<file path="config.mk">
export PLATFORM = sky130hd
export DESIGN_NAME = prog_clk_div_flat
export DESIGN_NICKNAME = d
export VERILOG_FILES = /design/src/rtl/prog_clk_div_if.sv /design/src/rtl/prog_clk_div.sv /design/src/flat_wrapper.sv
export SDC_FILE = /design/constraint.sdc
export NUM_CORES = 1
export LEC_CHECK = 0
export BUFFER_PORTS_ARGS = -buffer_cell sky130_fd_sc_hd__buf_2
export CAP_MARGIN = 30
export CORE_MARGIN = 2
export CORE_UTILIZATION = 45
export CTS_CLUSTER_DIAMETER = 150
export CTS_CLUSTER_SIZE = 24
export DETAILED_ROUTE_END_ITERATION = 7
export RECOVER_POWER = 100
export SYNTH_ARGS = -nofsm -noshare
export SYNTH_HDL_FRONTEND = slang
export SYNTH_SLANG_ARGS = --single-unit
</file>
<file path="constraint.sdc">
create_clock -name i_clk -period 10.4 [get_ports i_clk]
set_clock_uncertainty 0.1 [all_clocks]
set_input_delay 0.52 -clock i_clk [delete_from_list [all_inputs] [get_ports i_clk]]
set_output_delay 0.52 -clock i_clk [all_outputs]
set_load 0.05 [all_outputs]
</file>
<file path="src/rtl/prog_clk_div_if.sv">
// Control/status bundle for prog_clk_div.
// master: the side that drives enable and ratio loads (system or bench).
// slave:  the divider itself.
interface prog_clk_div_if #(
  parameter int CNT_WIDTH = 8
);
  logic                 i_en;
  logic [CNT_WIDTH-1:0] i_div_ratio;
  logic                 i_div_load;
  logic                 o_div_clk;
  logic                 o_div_pulse;
  logic                 o_load_ack;
  logic [CNT_WIDTH-1:0] o_ratio_active;

  modport master (
    output i_en, i_div_ratio, i_div_load,
    input  o_div_clk, o_div_pulse, o_load_ack, o_ratio_active
  );

  modport slave (
    input  i_en, i_div_ratio, i_div_load,
    output o_div_clk, o_div_pulse, o_load_ack, o_ratio_active
  );
endinterface

</file>
<file path="src/rtl/prog_clk_div.sv">
// prog_clk_div: runtime-programmable integer clock divider.
// A new ratio is held pending and only swapped in on a period boundary,
// so the divided clock never produces a runt pulse. Disabling the block
// freezes the count and stretches the current period.
// Optional feature: define ODD_DUTY50_EN to add a falling-edge flop that
// extends the high phase by half a cycle for odd ratios (exact 50% duty).
module prog_clk_div #(
  parameter int CNT_WIDTH   = 8,
  parameter int DEFAULT_DIV = 6
) (
  input  logic          i_clk,
  input  logic          i_reset,
  prog_clk_div_if.slave bus
);

  localparam logic [CNT_WIDTH-1:0] DIV_RST = CNT_WIDTH'(DEFAULT_DIV);
  // Start one short of the wrap so the first enabled edge opens a period.
  localparam logic [CNT_WIDTH-1:0] CNT_RST = CNT_WIDTH'(DEFAULT_DIV - 1);
  localparam logic [CNT_WIDTH-1:0] MIN_DIV = CNT_WIDTH'(2);
  localparam logic [CNT_WIDTH-1:0] ONE     = CNT_WIDTH'(1);

  logic [CNT_WIDTH-1:0] cnt_p0;
  logic [CNT_WIDTH-1:0] n_act_p0;
  logic [CNT_WIDTH-1:0] pend_val_p0;
  logic                 pend_vld_p0;
  logic                 div_a_p0;
  logic                 pulse_p0;
  logic                 ack_p0;

  logic                 boundary;
  logic                 apply;
  logic [CNT_WIDTH-1:0] cnt_next;
  logic [CNT_WIDTH-1:0] n_next;
  logic                 div_a_next;

  // Ratios below 2 cannot form a period with both a high and a low phase.
  function automatic logic [CNT_WIDTH-1:0] clamp_ratio(input logic [CNT_WIDTH-1:0] r);
    return (r < MIN_DIV) ? MIN_DIV : r;
  endfunction

  // Wrap detection, pending-ratio swap and the next level of the divided clock.
  always_comb begin
    boundary   = (cnt_p0 == (n_act_p0 - ONE));
    apply      = boundary && pend_vld_p0;
    cnt_next   = boundary ? '0 : (cnt_p0 + ONE);
    n_next     = apply ? pend_val_p0 : n_act_p0;
    div_a_next = (cnt_next < (n_next >> 1));
  end

  // ---- stage p0: counter, active ratio, pending load and output strobes ----
  always_ff @(posedge i_clk) begin
    if (i_reset) begin
      cnt_p0      <= CNT_RST;
      n_act_p0    <= DIV_RST;
      pend_val_p0 <= '0;
      pend_vld_p0 <= 1'b0;
      div_a_p0    <= 1'b0;
      pulse_p0    <= 1'b0;
      ack_p0      <= 1'b0;
    end else begin
      if (bus.i_en) begin
        cnt_p0   <= cnt_next;
        n_act_p0 <= n_next;
        div_a_p0 <= div_a_next;
        pulse_p0 <= boundary;
        ack_p0   <= apply;
      end else begin
        pulse_p0 <= 1'b0;
        ack_p0   <= 1'b0;
      end
      // A load on the apply edge replaces the value being consumed, so the
      // new request stays pending for the following boundary.
      if (bus.i_div_load) begin
        pend_val_p0 <= clamp_ratio(bus.i_div_ratio);
        pend_vld_p0 <= 1'b1;
      end else if (bus.i_en && apply) begin
        pend_vld_p0 <= 1'b0;
      end
    end
  end

`ifdef ODD_DUTY50_EN
  logic div_b_p0;

  // Half-cycle-late copy of the divided clock, only kept for odd ratios.
  always_ff @(negedge i_clk) begin
    if (i_reset) begin
      div_b_p0 <= 1'b0;
    end else begin
      div_b_p0 <= div_a_p0 & n_act_p0[0];
    end
  end

  assign bus.o_div_clk = div_a_p0 | div_b_p0;
`else
  assign bus.o_div_clk = div_a_p0;
`endif

  assign bus.o_div_pulse    = pulse_p0;
  assign bus.o_load_ack     = ack_p0;
  assign bus.o_ratio_active = n_act_p0;

endmodule

</file>
<file path="src/flat_wrapper.sv">
// flat-port wrapper written by rule: the top's interface ports become plain ports
module prog_clk_div_flat 
#(
  parameter int CNT_WIDTH   = 8,
  parameter int DEFAULT_DIV = 6
)
  (i_clk, i_reset, bus_i_en, bus_i_div_ratio, bus_i_div_load, bus_o_div_clk, bus_o_div_pulse, bus_o_load_ack, bus_o_ratio_active);
  prog_clk_div_if #(.CNT_WIDTH(CNT_WIDTH)) bus_i ();
  input  logic i_clk;
  input  logic i_reset;
  input wire logic [$bits(bus_i.i_en)-1:0] bus_i_en;
  input wire logic [$bits(bus_i.i_div_ratio)-1:0] bus_i_div_ratio;
  input wire logic [$bits(bus_i.i_div_load)-1:0] bus_i_div_load;
  output wire logic [$bits(bus_i.o_div_clk)-1:0] bus_o_div_clk;
  output wire logic [$bits(bus_i.o_div_pulse)-1:0] bus_o_div_pulse;
  output wire logic [$bits(bus_i.o_load_ack)-1:0] bus_o_load_ack;
  output wire logic [$bits(bus_i.o_ratio_active)-1:0] bus_o_ratio_active;
  assign bus_i.i_en = bus_i_en;
  assign bus_i.i_div_ratio = bus_i_div_ratio;
  assign bus_i.i_div_load = bus_i_div_load;
  assign bus_o_div_clk = bus_i.o_div_clk;
  assign bus_o_div_pulse = bus_i.o_div_pulse;
  assign bus_o_load_ack = bus_i.o_load_ack;
  assign bus_o_ratio_active = bus_i.o_ratio_active;
  prog_clk_div #(.CNT_WIDTH(CNT_WIDTH), .DEFAULT_DIV(DEFAULT_DIV)) u_core (.i_clk(i_clk), .i_reset(i_reset), .bus(bus_i));
endmodule
</file>
==> flow_metrics.env <==
export IMPL_outcome="finished, violations left"
export IMPL_violations="capacitance limit, slew limit"
export IMPL_gr_total_overflow=0
export IMPL_clk_path_buf_depth=2
export IMPL_vias=1567
export IMPL_p_sw_share_pct=35.2
export IMPL_grtUsageTotal_pct=22.4
export IMPL_peakVddDrop_uv=94.1
export IMPL_setup_viol=0
export IMPL_die_w_um=67.5
export IMPL_cts_root_buf="clkbuf_8"
export IMPL_clock_fmax_mhz=184
export IMPL_synth_top_flop_cell="dfxtp_1"
export IMPL_ys_seq_area_share_pct=30.9
export IMPL_netlist_area_mm2=0.00182
export IMPL_start_util_pct=46.0
export IMPL_num_antenna_cells=0
export IMPL_fin_crit_ns=5.43
export IMPL_drv_slew=20
export IMPL_clkPwrFrac_pct=26.9
export IMPL_final_nets=241
export IMPL_synth_nets=226
export IMPL_slew_headroom_pct=-22.1
export IMPL_dp_hpwl_um=3270
export IMPL_min_path_type="input pin to flip-flop"
export IMPL_rrSetupSlack_ns=4.97
export IMPL_worstMarginPinSlew_ns=1.82
export IMPL_cap_violations=1
export IMPL_ys_warn_count=0
export IMPL_end_kind="flip-flop"
export IMPL_post_cts_buffers=0
export IMPL_crit_fanout=19
export IMPL_antenna_left=0
export IMPL_synth_area_leaders="dfxtp_1, mux2i_1, nor2_1"
export IMPL_yosys_area_top_type="dfxtp_1"
export IMPL_synth_most_common_cell="dfxtp_1"
export IMPL_dr_pass1_iters=4
export IMPL_final_cell_count_no_fill=270
export IMPL_n_fill_cell=391
export IMPL_insertion_delay_ns=0.28
export IMPL_antenna_found_initial=0
export IMPL_hold_viol=0
export IMPL_place_congestion=0.956
export IMPL_core_mm2=0.00394
export IMPL_ys_seq_elements=28
export IMPL_path_clk_slew_ns=0.11
export IMPL_critPathKind="flip-flop to flip-flop"
export IMPL_combinationalPowerShare_pct=34.2
export IMPL_cp_data_arrival_time_ns=5.49
export IMPL_syn2layout_area_growth_pct=7.37
export IMPL_grt_max_degree=33
export IMPL_row_count=23
export IMPL_synth_edff_count=0
export IMPL_grt_setup_unrepaired="no"
export IMPL_numCtsBuffers=3
export IMPL_cts_tree="done"
export IMPL_via_per_inst=5.80
export IMPL_cts_resized=0
export IMPL_p_leak_uw=0.000818
export IMPL_wl_per_cell_um=16.7
export IMPL_p_per_area_mw_per_mm2=168
export IMPL_cts_hold_buffers=0
export IMPL_portBuffers=22
export IMPL_setup_tns_ns=0
export IMPL_p_int_uw=212
export IMPL_ioPinCount=23
export IMPL_setup_worst_path_start_class="flip-flop"
export IMPL_drive_above_1_share_pct=11.4
export IMPL_synth_async_sr_flop_share_pct=0
export IMPL_cts_sinks=28
export IMPL_worstPathRequired_ns=10.47
export IMPL_grt_first_pass_wirelength_um=7700
export IMPL_finalWirelength_um=4520
export IMPL_p_seq_share_pct=38.9
export IMPL_drc=0
export IMPL_syn_mean_instance_area_um2=8.81
export IMPL_yosysUniqueCellTypes=59
export IMPL_die_area_mm2=0.00456
export IMPL_drt_iter0_markers=102
export IMPL_layout_worst_path_cycle_share_pct=52.2
export IMPL_grt_pass1_vias=1554
export IMPL_p_sw_uw=115
export IMPL_power_uw=327
export IMPL_dp_cells=266
export IMPL_die_y_um=67.5
export IMPL_yosys_area_top_type_share_pct=30.9
export IMPL_htree_levels=1
export IMPL_netlist_top_cells_count="dfxtp_1, nor2_1, mux2i_1, a21oi_1, inv_1"
export IMPL_syn_inst=206
-- power by group through the flow --
stage	Combinational, uW	Clock [uW]	Sequential (uW)
2_1_floorplan	90.0	0	135
3_3_place_gp	114	0	129
3_5_place_dp	116	0	129
4_1_cts	117	89.8	127
5_1_grt	124	93.2	129
6_report	112	88.0	127
-- metrics by stage --
stage	hold WS [ns]	utilization (%)	instance area (um^2)	worst slack [ns]
floorplan	0.364	-	1820	6.65
global route	0.390	49.4	1950	4.63
CTS	0.387	50.5	1990	6.20
detailed placement	0.390	48.7	1920	6.32
global placement	0.380	48.7	1920	6.43
finish	0.385	49.4	1950	4.97
-- routing by layer --
layer	vias to the layer above	routed length (um)	GRT usage, %
met5	-	0	0
met2	35	2050	35.9
met3	8	157	3.17
met4	0	83	6.38
met1	741	2230	31.3
li1	783	-	-
-- path summary, 6_finish.rpt --
| path | start | end | cells past startpoint |
|---|---|---|---|
| worst min register to register | u_core.cnt_p0[1] | u_core.cnt_p0[1] | 2 |
| worst max-delay path | u_core.bus.o_ratio_active[1] | u_core.bus.o_div_clk | 14 |
| worst max register to register | u_core.bus.o_ratio_active[1] | u_core.bus.o_div_clk | 14 |
| worst min-delay path | bus_i_div_ratio[6] | u_core.pend_val_p0[6] | 3 |
-- sequential cells by signal, indices dropped and copies added (netlist names) --
name,cells
u_core.bus.o_div_clk,1
u_core.bus.o_div_pulse,1
u_core.bus.o_load_ack,1
u_core.bus.o_ratio_active,8
u_core.cnt_p0,8
u_core.pend_val_p0,8
u_core.pend_vld_p0,1
-- cells by family (layout without fill, tap and decap cells) --
logic type | Yosys count | after routing | synth area share (%)
compound gates | 44 | 44 | 17.6
simple gates | 72 | 72 | 23.3
buf+inv | 22 | 36 | 5.93
fa+ha+maj | 8 | 8 | 5.51
flops | 28 | 28 | 30.9
mux | 19 | 19 | 10.5
xor+xnor | 13 | 13 | 6.27
-- layout make-up --
class | instances | area (um^2) | area share, %
well taps | 50 | 62.6 | 3.21
repair buffers | 22 | 95.1 | 4.88
clock inverters | 1 | 30.0 | 1.54
multi-input cells | 156 | 1120 | 57.6
flip-flops and latches | 28 | 561 | 28.8
clock buffers | 3 | 41.3 | 2.12
inverters | 10 | 37.5 | 1.93
-- worst max-delay path, stage by stage (launching register included) --
cell and delay [ns]:
dfxtp_1 0.37, inv_1 0.11, ha_1 0.26, or2b_2 0.33, o211a_1 0.21, o31a_2 0.36
nor3_1 1.42, nand2_1 0.59, mux2i_1 0.37, ha_1 0.29, a21o_1 0.17, a221o_1 0.30
a21oi_1 0.13, a31oi_1 0.13, o32ai_1 0.16
-- cell usage in the layout, fill, tap and decap left out, drive strengths merged, types with 4 or more instances in the layout --
| cell type | netlist | final |
|---|---|---|
| a21oi | 9 | 9 |
| dfxtp | 28 | 28 |
| o21ai | 6 | 6 |
| ha | 8 | 8 |
| and4 | 4 | 4 |
| clkbuf | 6 | 15 |
| xnor2 | 6 | 6 |
| xor2 | 7 | 7 |
| buf | 6 | 10 |
| inv | 9 | 9 |
| mux2i | 19 | 19 |
| nor2 | 27 | 27 |
| nor3 | 6 | 6 |
| nand2 | 8 | 8 |
Power figures use the tool's default switching activity.
